==> src/rtl/digit_seq_pkg.sv <==
// Shared constants for the digit sequencer: direction encodings and default geometry/table.
// Latency: n/a (constants only).
// Backpressure: n/a.
package digit_seq_pkg;

   // Direction encodings for the dir input
   localparam logic DIR_UP   = 1'b0;
   localparam logic DIR_DOWN = 1'b1;

   // Default geometry
   localparam int DEF_NUM_DIGITS = 9;
   localparam int DEF_DIGIT_W    = 4;
   localparam int DEF_IDX_W      = 4;

   // Reset contents of the digit table; digit i sits at [i*DIGIT_W +: DIGIT_W]
   localparam logic [DEF_NUM_DIGITS*DEF_DIGIT_W-1:0] DEF_TABLE = 36'h279580105;

endpackage

==> src/rtl/digit_table.sv <==
// NUM_DIGITS x DIGIT_W register file, one sync write port, one async read port.
// Latency: write visible on read port the cycle after the write edge; read is combinational.
// Backpressure: none; writes to addresses >= NUM_DIGITS are dropped.
// Ports: i_clk/i_rst_n clock and async active-low reset (reloads DEFAULT_TABLE),
//        i_we/i_waddr/i_wdata write port, i_raddr/o_rdata read port.
module digit_table
   import digit_seq_pkg::*;
#(
   parameter int NUM_DIGITS = DEF_NUM_DIGITS,
   parameter int DIGIT_W    = DEF_DIGIT_W,
   parameter int IDX_W      = DEF_IDX_W,
   parameter logic [NUM_DIGITS*DIGIT_W-1:0] DEFAULT_TABLE = DEF_TABLE
) (
   input  logic               i_clk,
   input  logic               i_rst_n,
   input  logic               i_we,
   input  logic [IDX_W-1:0]   i_waddr,
   input  logic [DIGIT_W-1:0] i_wdata,
   input  logic [IDX_W-1:0]   i_raddr,
   output logic [DIGIT_W-1:0] o_rdata
);

   logic [DIGIT_W-1:0] r_mem [NUM_DIGITS];

   // Address decode by equality against each slot: out-of-range addresses match
   // no slot, so they are ignored on write and read back as zero.
   always_ff @(posedge i_clk or negedge i_rst_n) begin
      if (!i_rst_n) begin
         for (int i = 0; i < NUM_DIGITS; i++) begin
            r_mem[i] <= DEFAULT_TABLE[i*DIGIT_W +: DIGIT_W];
         end
      end else if (i_we) begin
         for (int i = 0; i < NUM_DIGITS; i++) begin
            if (i_waddr == IDX_W'(i)) begin
               r_mem[i] <= i_wdata;
            end
         end
      end
   end

   always_comb begin
      o_rdata = '0;
      for (int i = 0; i < NUM_DIGITS; i++) begin
         if (i_raddr == IDX_W'(i)) begin
            o_rdata = r_mem[i];
         end
      end
   end

endmodule

==> src/rtl/digit_sequencer.sv <==
// Steps an index through NUM_DIGITS positions (up/down, wrap or saturate) and shows table[index].
// Latency: index moves on the edge that samples a step; digit_out follows combinationally.
// Backpressure: none; a step request is consumed every cycle it is presented.
// Ports: clk/reset (async active-low), advance/dir/wrap_en/clear step control,
//        load_en/load_addr/load_data table write, digit_out/current_state/at_last/wrap_pulse status.
module digit_sequencer
   import digit_seq_pkg::*;
#(
   parameter int NUM_DIGITS = DEF_NUM_DIGITS,
   parameter int DIGIT_W    = DEF_DIGIT_W,
   parameter int IDX_W      = DEF_IDX_W,
   parameter bit EDGE_ADV   = 1'b0,
   parameter logic [NUM_DIGITS*DIGIT_W-1:0] DEFAULT_TABLE = DEF_TABLE
) (
   input  logic               clk,
   input  logic               reset,
   input  logic               advance,
   input  logic               dir,
   input  logic               wrap_en,
   input  logic               clear,
   input  logic               load_en,
   input  logic [IDX_W-1:0]   load_addr,
   input  logic [DIGIT_W-1:0] load_data,
   output logic [DIGIT_W-1:0] digit_out,
   output logic [IDX_W-1:0]   current_state,
   output logic               at_last,
   output logic               wrap_pulse
);

   localparam logic [IDX_W-1:0] LAST_IDX = IDX_W'(NUM_DIGITS - 1);

   logic             r_adv_q;
   logic [IDX_W-1:0] r_idx;
   logic             r_wrap_pulse;
   logic             w_step;
   logic             w_in_range;
   logic [IDX_W-1:0] w_idx_nxt;
   logic             w_wrap;

   // In edge mode only the 0->1 transition of advance counts as a step.
   assign w_step     = EDGE_ADV ? (advance & ~r_adv_q) : advance;
   assign w_in_range = (r_idx <= LAST_IDX);

   always_comb begin
      w_idx_nxt = r_idx;
      w_wrap    = 1'b0;
      // An upset index outside the table is pulled back to 0, same as clear.
      if (clear || !w_in_range) begin
         w_idx_nxt = '0;
      end else if (w_step) begin
         if (dir == DIR_UP) begin
            if (r_idx != LAST_IDX) begin
               w_idx_nxt = r_idx + 1'b1;
            end else if (wrap_en) begin
               w_idx_nxt = '0;
               w_wrap    = 1'b1;
            end
         end else begin
            if (r_idx != '0) begin
               w_idx_nxt = r_idx - 1'b1;
            end else if (wrap_en) begin
               w_idx_nxt = LAST_IDX;
               w_wrap    = 1'b1;
            end
         end
      end
   end

   always_ff @(posedge clk or negedge reset) begin
      if (!reset) begin
         r_adv_q      <= 1'b0;
         r_idx        <= '0;
         r_wrap_pulse <= 1'b0;
      end else begin
         r_adv_q      <= advance;
         r_idx        <= w_idx_nxt;
         r_wrap_pulse <= w_wrap;
      end
   end

   digit_table #(
      .NUM_DIGITS    (NUM_DIGITS),
      .DIGIT_W       (DIGIT_W),
      .IDX_W         (IDX_W),
      .DEFAULT_TABLE (DEFAULT_TABLE)
   ) u_table (
      .i_clk   (clk),
      .i_rst_n (reset),
      .i_we    (load_en),
      .i_waddr (load_addr),
      .i_wdata (load_data),
      .i_raddr (r_idx),
      .o_rdata (digit_out)
   );

   assign current_state = r_idx;
   assign at_last       = (r_idx == LAST_IDX);
   assign wrap_pulse    = r_wrap_pulse;

endmodule

==> config.mk <==
export PLATFORM = sky130hd
export DESIGN_NAME = digit_sequencer
export DESIGN_NICKNAME = d
export VERILOG_FILES = /design/src/rtl/digit_seq_pkg.sv /design/src/rtl/digit_table.sv /design/src/rtl/digit_sequencer.sv
export SDC_FILE = /design/constraint.sdc
export NUM_CORES = 1
export LEC_CHECK = 0
export CAP_MARGIN = 25
export CORE_MARGIN = 2
export CORE_UTILIZATION = 50
export DETAILED_ROUTE_END_ITERATION = 16
export PLACE_DENSITY = 0.7
export SYNTH_ARGS = -nofsm -noshare
export SYNTH_HDL_FRONTEND = slang
export SYNTH_SLANG_ARGS = --single-unit
==> constraint.sdc <==
create_clock -name clk -period 4 [get_ports clk]
set_clock_uncertainty 0.1 [all_clocks]
set_input_delay 0.8 -clock clk [delete_from_list [all_inputs] [get_ports clk]]
set_output_delay 0.8 -clock clk [all_outputs]
set_load 0.005 [all_outputs]
=== Word-level counts from Yosys, hierarchy flattened ===
Cells that the tools add are included.
W data, S select, Z words.

* Register bits: 41
* Output and inout port bits: 10

* Add/subtract/negate cells: 2
* Order comparisons: 1
* Equal/unequal tests: 18
* Muxes and demuxes: 22
* Reduce and logical (&&, ||, !) cells: 17

{| class="wikitable"
|+ Operators with widths
! kind !! number
|-
| $mux W4 || 16
|-
| $eq A4 B3 Y1 const B || 8
|-
| $reduce_and A2 Y1 || 9
|-
| $eq A4 B2 Y1 const B || 4
|-
| $eq A4 B1 Y1 const B || 2
|-
| $eq A4 B4 Y1 const B || 2
|-
| $logic_not A4 Y1 || 2
|-
| $reduce_bool A4 Y1 || 2
|-
| $mux W1 || 6
|-
| $add A4 B1 Y4 const B || 1
|-
| $le A4 B4 Y1 const B || 1
|-
| $ne A4 B1 Y1 const B || 1
|-
| $ne A4 B4 Y1 const B || 1
|-
| $sub A4 B1 Y4 const B || 1
|-
| $reduce_and A3 Y1 || 1
|-
| $reduce_bool A2 Y1 || 1
|-
| $logic_not A1 Y1 || 1
|-
| $logic_or A1 B1 Y1 || 1
|}

=== Depth between registers and ports, before layout ===
Gate-level depths: netlist of the first run.

* Depth in word-level cells: 10
* Depth in mapped cells: 8
* Mapped depth without buffers: 6

=== Hierarchy ===
From an unflattened synthesis of the first run, not the netlist that was laid out.

* Cell total of the unflattened synthesis: 214
* Area, all modules: 2,372.3 um^2

{| class="wikitable"
|+ Modules (own cells, without submodules)
! module !! instances !! cells each !! area each (um^2) !! seq. area each (um^2)
|-
| digit_table || 1 || 156 || 1,870.5 || 915.9
|-
| digit_sequencer || 1 || 58 || 501.7 || 125.1
|}

=== Worst setup path before layout of the first run ===
Ideal clock, no wire load.

* Path type: register to output
* Start point: reg r_idx[0] (netlist: current_state[0])
* End point: out digit_out[1]
* Arrival: 1,696 ps
* Data required time: 3,100 ps
* Path slack: 1,404 ps
* Cell stages (with the launch flop): 8
* Path buffers: 1
* Cell sequence: dfrtp_1 inv_1 ha_1 nor2b_4 buf_6 a221o_1 a221oi_2 o221ai_1

* Cells in the longest elaborated chain, start to end: 10

{| class="wikitable"
|+ Ends and longest elaborated chain
! what !! line !! text
|-
| start, declared || digit_sequencer.sv:33 || <nowiki>logic [IDX_W-1:0] r_idx;</nowiki>
|-
| start signal, assigned || digit_sequencer.sv:76 || <nowiki>r_idx <= w_idx_nxt;</nowiki>
|-
| $logic_not A4 Y1 || digit_table.sv:44 || <nowiki>if (i_raddr == IDX_W'(i)) begin</nowiki>
|-
| $mux W4 (8 in series) || digit_table.sv:44 ||
|-
| $mux W4 (*) || digit_table.sv:44 ||
|-
| end, declared || digit_sequencer.sv:24 || <nowiki>output logic [DIGIT_W-1:0] digit_out,</nowiki>
|}

Mark *: on every way between the ends. The rest lies on a longest branch, timed or not.

=== Worst setup path in the final report of the first run ===
* Start point: reg r_idx[0] (netlist: current_state[0])
* End point: out digit_out[2]

Same word-level chain as after synthesis.

==> results of run 1 <==
==> cells by family (layout without fill, tap and decap cells) <==
logic type               count (synthesis)  after routing  share of synthesized area (%)
flip-flops                              41             41                           47.5
multiplexers                            40             40                           20.5
buffers and inverters                   15             37                           4.11
XOR/XNOR                                 2              2                          0.800
adder cells (fa/ha/maj)                  4              4                           2.29
AND/OR/NAND/NOR                         42             42                           12.2
AO/OA/AOI/OAI                           36             36                           12.5
==> through the flow <==
stage	power (mW)	hold WS [ns]	std cells	setup WS [ns]	instance area [um^2]
floorplan	1.01	0.353	180	1.40	2190
global placement	1.18	0.374	246	0.896	2420
detailed placement	1.21	0.379	246	0.831	2420
CTS	1.55	0.398	254	0.512	2530
global route	1.64	0.410	254	0.316	2530
finish	1.54	0.392	254	0.480	2530
==> cells in the mapped netlist, types with 3 or more instances <==
master,instances
a21oi_1,3
nand2b_1,3
ha_1,4
dfrtp_1,29
inv_1,5
buf_6,4
nor2_1,9
o32ai_1,3
a22o_1,3
mux2_1,31
a221oi_1,6
o22ai_1,3
nand2_1,8
o21ai_0,6
mux2_2,8
dfstp_2,12
clkbuf_1,3
nor3b_2,3
nand3b_1,4
==> worst max-delay path by stage <==
| stage | end | slack [ns] | cells past startpoint |
|---|---|---|---|
| 5_1_grt | digit_out[1] | 0.32 | 7 |
| 4_1_cts | digit_out[1] | 0.51 | 7 |
| 3_3_place_gp | digit_out[1] | 0.90 | 7 |
| 2_1_floorplan | digit_out[1] | 1.40 | 7 |
| 3_5_place_dp | digit_out[1] | 0.83 | 7 |
| 6_report | digit_out[2] | 0.48 | 6 |
==> layer usage <==
| layer | GRT usage [%] | vias to the layer above |
|---|---|---|
| li1 | - | 721 |
| met1 | 27.4 | 784 |
| met2 | 37.8 | 26 |
| met3 | 4.33 | 7 |
| met4 | 6.62 | 0 |
| met5 | 0 | - |
==> flip-flops by register name (all words and copies together) (netlist names) <==
| signal | flops |
|---|---|
| u_table.r_mem | 36 |
| wrap_pulse | 1 |
| current_state | 4 |
==> area by class of cell <==
cell class	count	area, um^2
timing repair buffer	24	235
inverter	5	18.8
tap	52	65.1
clock inverter	1	30.0
multi-input combinational	124	1060
clock buffer	7	86.3
sequential	41	1040
fill	340	1760
==> where the power goes <==
part | internal [mW] | switching, mW
registers | 0.535 | 0.105
logic | 0.311 | 0.256
clock network | 0.203 | 0.134
total | 1.05 | 0.495
==> worst max-delay path: cells and delay by family, from the launching register on <==
kind,cells,cell delay [ns]
AOI/OAI and AO/OA,3,0.67
adders and majority gates,1,0.37
buffers and inverters,1,0.51
DFF,1,0.49
and+or+nand+nor,1,0.29
==> impl_metrics.toml, run 1 <==
[detailed_routing]
avgRoutedWirePerCell_um = 19.1
vias_per_cell = 6.06
dr_wl_met3_um = 138
ant_nets = 0
drc_errors = 0
vias = 1538
wl_met1_um = 2190
top_layer_used = "met4"
wl_um = 4860
drt_iter0_drc = 80
route.met2.wl_um = 2450
first_pass_iters = 4

[run]
maxCapViolations = 0

[global_routing]
grt_pass1_wl_um = 8280
overflow = 0
grt_pass1_vias = 1644
antenna_found_initial = 0
grt_max_degree = 42
grt_util_all_layers_pct = 21.7

[die]
die_x_um = 70.2
ios = 25
core_area_um2 = 4290
num_rows = 24
die_y_um = 70.2
start_util_pct = 51.0
dieArea_um2 = 4920

[final_layout]
nets = 220
area_growth_pct = 15.8
final_common_cell = "mux2_1"
antenna_cells = 0
utilization_pct = 59.0
layout_common_cells = "mux2_1, dfrtp_1, clkdlybuf4s50_1, dfstp_2, nor2_1"
drive_gt1_share_pct = 17.3

[critical_path]
r2r_cells = 6
slowest_delay_ns = 0.51
crit_path_top_delay_cell = "clkdlybuf4s50_1"
path_cells = "ha_1 > nand2b_1 > o22ai_1 > o32ai_1 > a22o_1 > clkdlybuf4s50_1"
worstReg2RegEnd = "current_state[0]"
critPathCaptureType = "output pin"
start_kind = "flip-flop"
r2r-start = "current_state[1]"
arrival_ns = 2.62
cp_max_fo = 9
cp-startpoint = "current_state[0]"
rrSetupSlack_ns = 1.95
worst_ep_required_time_ns = 3.10
worstSetupPathType = "reg2out"

[timing]
period_minus_slack_ns = 3.52
setup_tns_ns = 0
worstMarginPinSlew_ns = 0.910
rsz0062_at_grt = "no"
setup_violations = 0
fin_crit_sh_pct = 88.0
slew_viol_final = 0
max-slew-margin-rel_pct = 39.3
hold_viol_final = 0
max_freq_mhz = 284

[min_path]
holdCritStartpoint = "u_table.r_mem[23]"
hold_depth = 1
hold_end = "u_table.r_mem[23]"
min_path_type = "reg2reg"

[pwr]
ir_worst_vdd_uv = 330
p_leak_nw = 1.04
powerDensity_nw_per_um2 = 609

[cts]
ctsResizeCount = 0
post-cts-setup-buffers = 0
cts.sinks = 41
path_clk_slew_ns = 0.07
cts_buffer_depth = 2
cts_tree = "done"
htreeDepth = 2
cts_buffers = 5
clk_latency_ns = 0.29
clockRootBuffer = "clkbuf_8"
cts_hold_buf = 0

[synthesis]
synth.top_cell.area_share_pct = 33.1
ys_async_sr_fraction_pct = 100
synth_ff_type = "dfrtp_1"
syn_avg_cell_area_um2 = 12.2
ys_warn_count = 0
ys_seq_area_share_pct = 47.5
ys_types = 47
synthesis.area_um2 = 2190
synth.area.top_cells = "dfrtp_1, mux2_1, dfstp_2"
synth_area_leader_cell = "dfrtp_1"
synth_nets = 199
netlist_instances = 180
synth_edf_count = 0
ys_ff_latch = 41

[outcome]
outcome = "finished clean"

[placement]
finalWeightedCongestion = 0.825
hpwl_um = 3580
portBuffers = 24
Power figures use the tool's default switching activity.
==> run 2: changes to the inputs <==
- CORE_ASPECT_RATIO: unset -> 1.25
==> run 2 against run 1 <==
Hold slack better by 0.0085 ns. Count of clock-buffer cells in the layout is 2 lower. Routed wire length is 1.4% lower. Global-route usage is 0.82 points lower. Worst setup slack better by 0.024 ns. Register-to-register slack worse by 0.02 ns. Combinational power hardly changed. Largest cell class unchanged. Largest power group unchanged.
==> impl_metrics.toml, run 2 (synthesis results as in run 1) <==
[critical_path]
worst_ep_required_time_ns = 3.10
start_kind = "flip-flop"
cp_max_fo = 10
arrival_ns = 2.60
crit_family = "compound AO/OA/AOI/OAI gates"
crit_path_top_delay_cell = "clkdlybuf4s50_1"
path_cells = "inv_1 > ha_1 > nor2b_4 > a221o_1 > a221oi_2 > o221ai_1 > clkdlybuf4s50_1"
worstSetupPathType = "reg2out"
critPathCaptureType = "output pin"
slowest_delay_ns = 0.46
worst-path-buf-inv = 2

[timing]
fin_crit_sh_pct = 87.4
slew_viol_final = 0
rsz0062_at_grt = "no"
max_freq_mhz = 286
hold_viol_final = 0
setup_tns_ns = 0
period_minus_slack_ns = 3.50
max-slew-margin-rel_pct = 41.4
whs_ns = 0.401
setup_violations = 0
worstMarginPinSlew_ns = 0.879

[global_routing]
overflow = 0
grt_pass1_wl_um = 7850
grt_max_degree = 42
grt_util_all_layers_pct = 20.9
antenna_found_initial = 0
grt_pass1_vias = 1563

[die]
dieArea_um2 = 4930
die_y_um = 78.0
num_rows = 26
core_area_um2 = 4160
start_util_pct = 52.6
ios = 25
die_x_um = 63.2

[placement]
finalWeightedCongestion = 0.832
portBuffers = 24
hpwl_um = 3590

[detailed_routing]
vias = 1565
first_pass_iters = 4
vias_per_cell = 6.07
avgRoutedWirePerCell_um = 18.6
drt_iter0_drc = 73
wl_um = 4790
drc_errors = 0
ant_nets = 0

[cts]
cts_buffer_depth = 2
path_clk_slew_ns = 0.08
post-cts-setup-buffers = 0
htreeDepth = 2
cts_buffers = 5
cts_hold_buf = 0
clk_latency_ns = 0.29
cts.sinks = 41
ctsResizeCount = 0
cts_tree = "done"
clockRootBuffer = "clkbuf_8"

[pwr]
powerDensity_nw_per_um2 = 587
p_leak_nw = 1.03
ir_worst_vdd_uv = 334

[final_layout]
area_growth_pct = 14.6
nets = 220
antenna_cells = 0
seqCellArea_um2 = 1040
regMostFlops = "u_table.r_mem"
fillers = 358
largest_reg_flops = 36
drive_gt1_share_pct = 17.8
layout_common_cells = "mux2_1, dfrtp_1, clkdlybuf4s50_1, dfstp_2, nor2_1"
utilization_pct = 60.3
multi_input_area_um2 = 1060
final_common_cell = "mux2_1"

[outcome]
outcome = "finished clean"

[min_path]
min_path_type = "reg2reg"

[run]
maxCapViolations = 0
## run 2: cell types whose count changed in the layout (fill, tap and decap cells not counted), sizes merged
cell and delta:
clkbuf -2, clkinv +2, clkinvlp +1, bufinv -1
## run 2: metrics by stage
stage / area, um^2 / power [mW] / std cells / worst slack, ns
after floorplan: 2190 / 1.01 / 180 / 1.40
after global placement: 2420 / 1.19 / 250 / 0.852
after detailed placement: 2420 / 1.22 / 250 / 0.834
after CTS: 2510 / 1.48 / 258 / 0.498
after global routing: 2510 / 1.56 / 258 / 0.344
final: 2510 / 1.47 / 258 / 0.504
## run 2: report_power, final
group	switching, mW	total [mW]	internal, mW
sequential	0.106	0.641	0.535
clock	0.143	0.264	0.120
combinational	0.257	0.568	0.312
total	0.506	1.47	0.967
## run 2: path summary, 6_finish.rpt
| kind | depth (start not counted) | startpoint | end | slack, ns |
|---|---|---|---|---|
| worst min-delay path | 1 | u_table.r_mem[10] | u_table.r_mem[10] | 0.40 |
| worst min register to register | 1 | u_table.r_mem[10] | u_table.r_mem[10] | 0.40 |
| worst max register to register | 6 | current_state[0] | current_state[2] | 1.93 |
| worst max-delay path | 7 | current_state[1] | digit_out[1] | 0.50 |
| max in group asynchronous | 1 | reset | u_table.r_mem[7] | 2.73 |
| min in group asynchronous | 1 | reset | current_state[3] | 0.52 |
## run 2: cell type report
cell class,instances,area share (%)
Clock buffer,5,2.74
Tap cell,56,2.79
Multi-Input combinational cell,124,42.2
Timing Repair Buffer,24,9.37
Clock inverter,3,0.698
Inverter,5,0.748
Sequential cell,41,41.5
## run 2: layer usage
metal / vias up / wire length [um] / global-route usage [%]
met1: 773 / 1990 / 24.1
met2: 60 / 2390 / 36.2
met5: - / 0 / 0
met4: 0 / 180 / 10.4
met3: 15 / 227 / 4.93
li1: 717 / - / -
## run 2: worst reg2reg max path, cell delays in order (launching register included)
cell      delay [ns]
dfrtp_1         0.47
inv_1           0.12
ha_1            0.29
nand2b_1        0.19
a21oi_1         0.27
nand3_2         0.17
mux2_1          0.34
==> run 3: changes to the inputs <==
- clock period: 4 -> 3.3 ns (I/O delays scaled with it)
==> run 3 against run 2 <==
Critical path type unchanged. Hold slack got worse by 0.024 ns. Non-clock buffer count increased by 3. Flip-flop and latch count did not move. Total power is 26% higher. Cell count up 1.2%.
==> impl_metrics.toml, run 3 (synthesis results as in run 1) <==
[final_layout]
layout_common_cells = "mux2_1, dfrtp_1, clkdlybuf4s50_1, dfstp_2, nor2_1"
largest_reg_flops = 36
regMostFlops = "u_table.r_mem"
fillers = 366
utilization_pct = 61.8
area_growth_pct = 17.5
final_common_cell = "mux2_1"
antenna_cells = 0
drive_gt1_share_pct = 23.9
nets = 223
finish.instance_area_um2 = 2570

[cts]
cts_buffers = 5
cts_buffer_depth = 2
clockRootBuffer = "clkbuf_8"
htreeDepth = 2
path_clk_slew_ns = 0.08
cts_tree = "done"
cts.sinks = 41
clk_latency_ns = 0.29

[critical_path]
slowest_delay_ns = 0.51
r2r_cells = 4
path_cells = "ha_2 > nand2b_2 > o22ai_1 > o32ai_1 > a22o_1 > clkdlybuf4s50_1"
critPathCaptureType = "output pin"
cp-startpoint = "current_state[0]"
r2r-start = "current_state[2]"
worst_ep_required_time_ns = 2.54
worstReg2RegEnd = "current_state[3]"
cp_max_fo = 9
crit_path_top_delay_cell = "clkdlybuf4s50_1"
arrival_ns = 2.38
start_kind = "flip-flop"
rrSetupSlack_ns = 1.32
worstSetupPathType = "reg2out"

[timing]
setup_tns_ns = 0
whs_ns = 0.377
setup_violations = 0
rsz0062_at_grt = "no"
period_minus_slack_ns = 3.14
max-slew-margin-rel_pct = 40.5
slew_viol_final = 0
hold_viol_final = 0
max_freq_mhz = 318
fin_crit_sh_pct = 95.2
fin_ws_ns = 0.158
worstMarginPinSlew_ns = 0.892

[die]
num_rows = 26
die_x_um = 63.2
dieArea_um2 = 4930
start_util_pct = 52.6
ios = 25
die_y_um = 78.0
core_area_um2 = 4160

[global_routing]
globalRouteMet1Util_pct = 24.5
grtUsageMet3_pct = 4.49
grt_busiest_layer = "met2"
antenna_found_initial = 0
grt_pass1_wl_um = 7960
grtUsageMet2_pct = 37.3
overflow = 0
grt_util_all_layers_pct = 21.1
grt_pass1_vias = 1618
grt_max_degree = 42

[detailed_routing]
wl_um = 4920
ant_nets = 0
vias_per_cell = 6.00
vias = 1567
drt_iter0_drc = 126
avgRoutedWirePerCell_um = 18.9
first_pass_iters = 4
drc_errors = 0

[min_path]
min_path_type = "in2async"

[placement]
hpwl_um = 3550
portBuffers = 24
finalWeightedCongestion = 0.832
post-place-ws_ns = 0.230
dpl_cell_area_um2 = 2420

[pwr]
p_leak_nw = 1.05
ir_worst_vdd_uv = 437
powerDensity_nw_per_um2 = 721

[outcome]
outcome = "finished clean"

[run]
maxCapViolations = 0
==> run 3: power by group <==
| group | switching [mW] | internal (mW) |
|---|---|---|
| clock | 0.169 | 0.146 |
| sequential | 0.129 | 0.650 |
| combinational | 0.340 | 0.421 |
| total | 0.638 | 1.22 |
==> run 3: routing by layer <==
layer | up-vias | routed length, um
li1 | 724 | -
met1 | 777 | 2040
met2 | 56 | 2570
met3 | 10 | 210
met4 | 0 | 95
met5 | - | 0
==> run 3: critical path: cells and delay by family, from the launching register on <==
| family | cells | cell delay, ns |
|---|---|---|
| simple gates | 1 | 0.23 |
| compound gates | 3 | 0.62 |
| fa+ha+maj | 1 | 0.29 |
| buf+inv | 1 | 0.51 |
| flops | 1 | 0.44 |
==> run 3: repair_timing <==
item | 4_1_cts | 5_1_grt
hold endpoints to repair | 0 | 0
hold buffers | 0 | 0
setup buffers | 0 | 3
resized for setup | 5 | 9
endpoints found under the setup margin | 4 | 4
pin swaps | 0 | 2
==> run 3: layout make-up <==
class | instances | area (um^2) | share of cell area, %
clock buffers | 5 | 68.8 | 2.68
multi-input cells | 124 | 1090 | 42.5
clock inverters | 3 | 17.5 | 0.681
repair buffers | 27 | 260 | 10.1
inverters | 5 | 18.8 | 0.730
flip-flops and latches | 41 | 1040 | 40.6
well taps | 56 | 70.1 | 2.72
==> run 3: how the worst max path moves through the flow <==
stage | endpoint | slack [ns] | cells after the start
final | digit_out[0] | 0.16 | 6
after CTS | digit_out[2] | -0.002 | 6
after floorplan | digit_out[1] | 0.84 | 7
after detailed placement | digit_out[2] | 0.23 | 7
after global routing | digit_out[3] | 0.03 | 6
after global placement | digit_out[1] | 0.29 | 7
==> run 3: through the flow <==
stage                     power (mW)  std cells
after floorplan                 1.23        180
after global routing            1.98        261
after detailed placement        1.47        250
after global placement          1.44        250
after CTS                       1.80        258
final                           1.85        261
